### config.mk
export PLATFORM = sky130hd
export DESIGN_NAME = hilo_div_unit
export DESIGN_NICKNAME = d
export VERILOG_FILES = /design/src/rtl/hilo_div_pkg.sv /design/src/rtl/hilo_div_unit_div_core.sv /design/src/rtl/hilo_div_unit.sv
export SDC_FILE = /design/constraint.sdc
export NUM_CORES = 1
export LEC_CHECK = 0
export BUFFER_PORTS_ARGS = -buffer_cell sky130_fd_sc_hd__buf_4
export CAP_MARGIN = 30
export CORE_ASPECT_RATIO = 0.6
export CORE_MARGIN = 2
export CORE_UTILIZATION = 45
export CTS_CLUSTER_SIZE = 28
export DETAILED_ROUTE_END_ITERATION = 10
export GPL_ROUTABILITY_DRIVEN = 0
export HOLD_SLACK_MARGIN = 0.08
export PLACE_DENSITY = 0.63
export REMOVE_ABC_BUFFERS = 1
export SLEW_MARGIN = 20
export SYNTH_ARGS = -nofsm -noshare
export SYNTH_HDL_FRONTEND = slang
export SYNTH_SLANG_ARGS = --single-unit
export TNS_END_PERCENT = 20
### constraint.sdc
create_clock -name clock -period 4.5 [get_ports clock]
set_input_delay 0.225 -clock clock [delete_from_list [all_inputs] [get_ports clock]]
set_output_delay 0.225 -clock clock [all_outputs]
set_load 0.05 [all_outputs]
### src/rtl/hilo_div_pkg.sv
// Shared types and constants for the HI/LO divide unit.
package hilo_div_pkg;

  localparam int DIV_WIDTH = 32;
  localparam logic [31:0] DIV0_QUOT = 32'hFFFFFFFF;

  typedef enum logic [1:0] {
    IDLE,
    RUN,
    FIX
  } divState_e;

endpackage

### src/rtl/hilo_div_unit_div_core.sv
// Unsigned restoring divider: one quotient bit per cycle, MSB first.
module div_core
  import hilo_div_pkg::*;
#(
  parameter int WIDTH = DIV_WIDTH
) (
  input  logic             clock,
  input  logic             reset,
  input  logic             load,
  input  logic [WIDTH-1:0] a,
  input  logic [WIDTH-1:0] b,
  output logic [WIDTH-1:0] q,
  output logic [WIDTH-1:0] r,
  output logic             last
);

  localparam int CW = $clog2(WIDTH + 1);

  logic [CW-1:0]    cnt;
  logic [WIDTH-1:0] aShift;
  logic [WIDTH-1:0] bReg;
  logic [WIDTH:0]   trial;
  logic             fits;
  logic [WIDTH-1:0] rSub;

  // The full WIDTH+1 bit trial is compared; the difference always fits
  // back into WIDTH bits because the old remainder was below the divisor.
  assign trial = {r, aShift[WIDTH-1]};
  assign fits  = trial >= {1'b0, bReg};
  assign rSub  = trial[WIDTH-1:0] - bReg;
  assign last  = (cnt == CW'(1));

  always_ff @(posedge clock) begin
    if (reset) begin
      cnt    <= '0;
      aShift <= '0;
      bReg   <= '0;
      q      <= '0;
      r      <= '0;
    end else if (load) begin
      cnt    <= CW'(WIDTH);
      aShift <= a;
      bReg   <= b;
      q      <= '0;
      r      <= '0;
    end else if (cnt != '0) begin
      cnt    <= cnt - CW'(1);
      aShift <= {aShift[WIDTH-2:0], 1'b0};
      q      <= {q[WIDTH-2:0], fits};
      r      <= fits ? rSub : trial[WIDTH-1:0];
    end
  end

endmodule

### src/rtl/hilo_div_unit.sv
// DIV/DIVU front end: sign handling around div_core, HI/LO ownership and
// direct HI/LO writes, with busy for read interlock.
module hilo_div_unit
  import hilo_div_pkg::*;
#(
  parameter int WIDTH = DIV_WIDTH
) (
  input  logic             clock,
  input  logic             reset,
  input  logic             op_valid,
  input  logic             op_signed,
  input  logic [WIDTH-1:0] op_a,
  input  logic [WIDTH-1:0] op_b,
  input  logic             wr_hi,
  input  logic             wr_lo,
  input  logic [WIDTH-1:0] wr_data,
  output logic             busy,
  output logic             done,
  output logic [WIDTH-1:0] hi,
  output logic [WIDTH-1:0] lo
);

  divState_e        state;
  logic             signA;
  logic             signB;
  logic             bZero;
  logic [WIDTH-1:0] rawA;

  logic             accept;
  logic             negA;
  logic             negB;
  logic [WIDTH-1:0] magA;
  logic [WIDTH-1:0] magB;
  logic [WIDTH-1:0] coreQ;
  logic [WIDTH-1:0] coreR;
  logic             coreLast;

  assign accept = (state == IDLE) && op_valid;
  assign negA   = op_signed & op_a[WIDTH-1];
  assign negB   = op_signed & op_b[WIDTH-1];
  assign magA   = negA ? -op_a : op_a;
  assign magB   = negB ? -op_b : op_b;

  div_core #(.WIDTH(WIDTH)) uCore (
    .clock (clock),
    .reset (reset),
    .load  (accept),
    .a     (magA),
    .b     (magB),
    .q     (coreQ),
    .r     (coreR),
    .last  (coreLast)
  );

  always_ff @(posedge clock) begin
    if (reset) begin
      state <= IDLE;
      busy  <= 1'b0;
      done  <= 1'b0;
      hi    <= '0;
      lo    <= '0;
      signA <= 1'b0;
      signB <= 1'b0;
      bZero <= 1'b0;
      rawA  <= '0;
    end else begin
      done <= 1'b0;
      case (state)
        IDLE: begin
          // A new op wins over same-cycle HI/LO writes.
          if (op_valid) begin
            signA <= negA;
            signB <= negB;
            bZero <= (op_b == '0);
            rawA  <= op_a;
            busy  <= 1'b1;
            state <= RUN;
          end else begin
            if (wr_hi) hi <= wr_data;
            if (wr_lo) lo <= wr_data;
          end
        end
        RUN: begin
          if (coreLast) state <= FIX;
        end
        FIX: begin
          if (bZero) begin
            lo <= WIDTH'(DIV0_QUOT);
            hi <= rawA;
          end else begin
            lo <= (signA ^ signB) ? -coreQ : coreQ;
            hi <= signA ? -coreR : coreR;
          end
          busy  <= 1'b0;
          done  <= 1'b1;
          state <= IDLE;
        end
        default: state <= IDLE;
      endcase
    end
  end

endmodule

==> qor.yml <==
critical_path:
  critPathBufInv: 1
  cp.required_ps: 4970
  slowest_delay_ps: 850
  cp_top_family: "compound AO/OA/AOI/OAI gates"
  cp-end-kind: "register"
  criticalPathCategory: "register to register"
  worst_path_max_delay_cell: "a2111oi_0"
  path_cells: "inv_1, ha_1, fa_1, nand2b_1, a21oi_1, o2111ai_1, o211ai_1, a21oi_1, a2111oi_0, a21oi_1, xor2_1, o21ai_0"
  critPathMaxFanout: 3
  worst_path_most_repeated_cell: "a21oi_1"
  startpoint_type: "register"
  cp.arrival_ps: 4080
global_routing:
  grtUsageMet1_pct: 42.3
  gr-total-overflow: 0
  grt_pass1_wl_um: 69900
  antenna_found_initial: 0
  grt.total_usage_pct: 26.9
  grt_start_max_net_pins: 78
  busiest_layer: "met1"
  met2_usage_pct: 38.5
  grt_pass1_vias: 12600
  grt_use_met3_pct: 4.26
synth:
  synth_area_um2: 13800
  synth_top_family_by_area: "compound AO/OA/AOI/OAI gates"
  synth_area_leaders: "dfxtp_1 (35%), nand2_1 (10%), a21oi_1 (8.3%)"
  ys_ff_latch: 237
  ys_types: 62
  synth_flop_cell: "dfxtp_1"
  yosys.area_share.adder_pct: 3.60
  synth_compound_area_share_pct: 25.4
  synth.top_cells.by_count: "nand2_1 (376), dfxtp_1 (237), a21oi_1 (229)"
  synth_mux_area_share_pct: 0.437
  ys_seq_area_share_pct: 34.5
  synthCells: 1861
  synth_edf_count: 0
  synth_most_common_cell: "nand2_1"
  yosys.area_share.simple_pct: 21.2
  synth_top_area_share_pct: 34.5
  synthArstFlopShare_pct: 0
  avgSynthCellArea_um2: 7.39
  synthXorXnorAreaFrac_pct: 9.62
  yosys_warnings: 0
  yosysTopAreaCell: "dfxtp_1"
clock_network:
  cts.hold.buffers_added: 93
  cts_setup_buffers: 0
  clk_latency_ps: 550
  cts.clk_slew.worst_paths_ps: 60
  cts_buffers: 25
  cts_buffer_depth: 3
  cts_sinks: 237
  post_cts_resize_count: 0
  cts_tree: "built"
  cts-root-buf: "clkbuf_16"
  cts_max_level: 1
place:
  io_buffers: 167
  dp.cells: 2333
  dp_hpwl_um: 32200
routing:
  vias: 14200
  drcViolationCount: 0
  drtAntennaViolNets: 0
  drtPass1Iterations: 5
  viasPerCell: 5.76
  wire_per_inst_um: 18.1
  wl_um: 44600
  drt_iter0_markers: 1345
timing:
  finClkSkew_ps: 18.2
  setup_viol: 0
  fin_crit_ps: 3610
  fmax_mhz: 277
  rsz0062_at_grt: "no"
  tightestPinTransition_ps: 952
  fin_setup_tns_ps: 0
  drv_slew: 0
  finalHoldViolCount: 0
  relSlewSlack_pct: 34.9
  final.period_utilization_pct: 80.2
run_status:
  status: "completed"
pwr:
  powerDensity_nw_per_um2: 679
  p_leak_nw: 6.63
  ir_worst_vdd_uv: 617
  power.total_mw: 11.6
floorplanning:
  die_area_um2: 32000
  core_area_um2: 30000
  initial_core_util_pct: 45.9
  die_y_um: 139
  core.rowCount: 49
  die_w_um: 230
  io_pins: 168
min_path:
  min_path_type: "input pin to register"
cells_and_area:
  antenna_cells: 0
  layout-drive-gt1-share_pct: 12.5
  syn_to_final_growth_pct: 23.9
  fin_nets: 2187
  fin_cells: 2472
run:
  drv_cap: 0
## cell families (layout without fill, tap and decap cells)
family,after synthesis,count (layout)
mux,6,6
buf+inv,185,388
compound gates,563,563
flops,237,237
xor+xnor,151,151
simple gates,680,680
fa+ha+maj,39,39
## worst reg2reg max path, cell delays in order (launching register included)
cell       delay [ps]
dfxtp_1           370
inv_1              70
ha_1              210
fa_1              390
nand2b_1          190
a21oi_1           300
o2111ai_1         230
o211ai_1          280
a21oi_1           140
a2111oi_0         850
a21oi_1           200
xor2_1            180
o21ai_0           160
## state kept, by name, summed over array words and instances, names as in the netlist
| signal | cells |
|---|---|
| uCore.r | 32 |
| uCore.cnt | 6 |
| state | 2 |
| uCore.q | 32 |
| uCore.aShift | 32 |
| signA | 1 |
| rawA | 32 |
| lo | 32 |
| uCore.bReg | 32 |
| bZero | 1 |
| signB | 1 |
| done | 1 |
| busy | 1 |
| hi | 32 |
## path summary, 6_finish.rpt
check / from / end / slack [ps] / cells after the start
hold reg to reg: lo[11] / lo[11] / 450 / 2
hold / removal: wr_data[22] / lo[22] / 100 / 3
setup reg to reg: uCore.aShift[31] / uCore.r[30] / 890 / 12
setup / recovery: uCore.aShift[31] / uCore.r[30] / 890 / 12
## where the power goes
part	total (mW)	internal, mW	switching [mW]
Sequential	2.88	2.46	0.418
Combinational	6.59	2.26	4.33
Clock	2.11	1.22	0.894
## layout by cell type (no fill, tap or decap), types with 18 or more instances in the layout
cell type        n
nand2_1        375
dfxtp_1        237
a21oi_1        229
buf_4          188
nor2_1         157
o21ai_0        111
xor2_1          93
dlygate4sd3_1   93
inv_1           59
xnor2_1         57
a311oi_1        40
ha_1            38
o221ai_1        30
nor3_1          28
a211oi_1        25
clkbuf_16       25
o31ai_1         24
o22ai_1         23
nand3_1         18
## through the flow
step	hold WS, ps	utilization (%)	instance area [um^2]	setup slack, ps
after floorplan	294	-	13300	-1220
after global placement	442	50.8	15200	1210
after detailed placement	447	50.9	15300	1160
after CTS	91.3	56.8	17000	1130
after global routing	127	56.9	17000	824
final	102	56.9	17000	890
## layout make-up
cell class / instances / area [um^2]
clock inverters: 4 / 26.3
multi-input cells: 1439 / 8340
clock buffers: 41 / 806
inverters: 59 / 221
repair buffers: 284 / 2400
well taps: 408 / 510
fillers: 2805 / 12900
flip-flops and latches: 237 / 4740
## routing by layer
metal	up-vias	wire length, um
li1	6925	-
met1	6736	22200
met2	533	18300
met3	46	3550
met4	0	631
met5	-	0
Power figures use the tool's default switching activity.
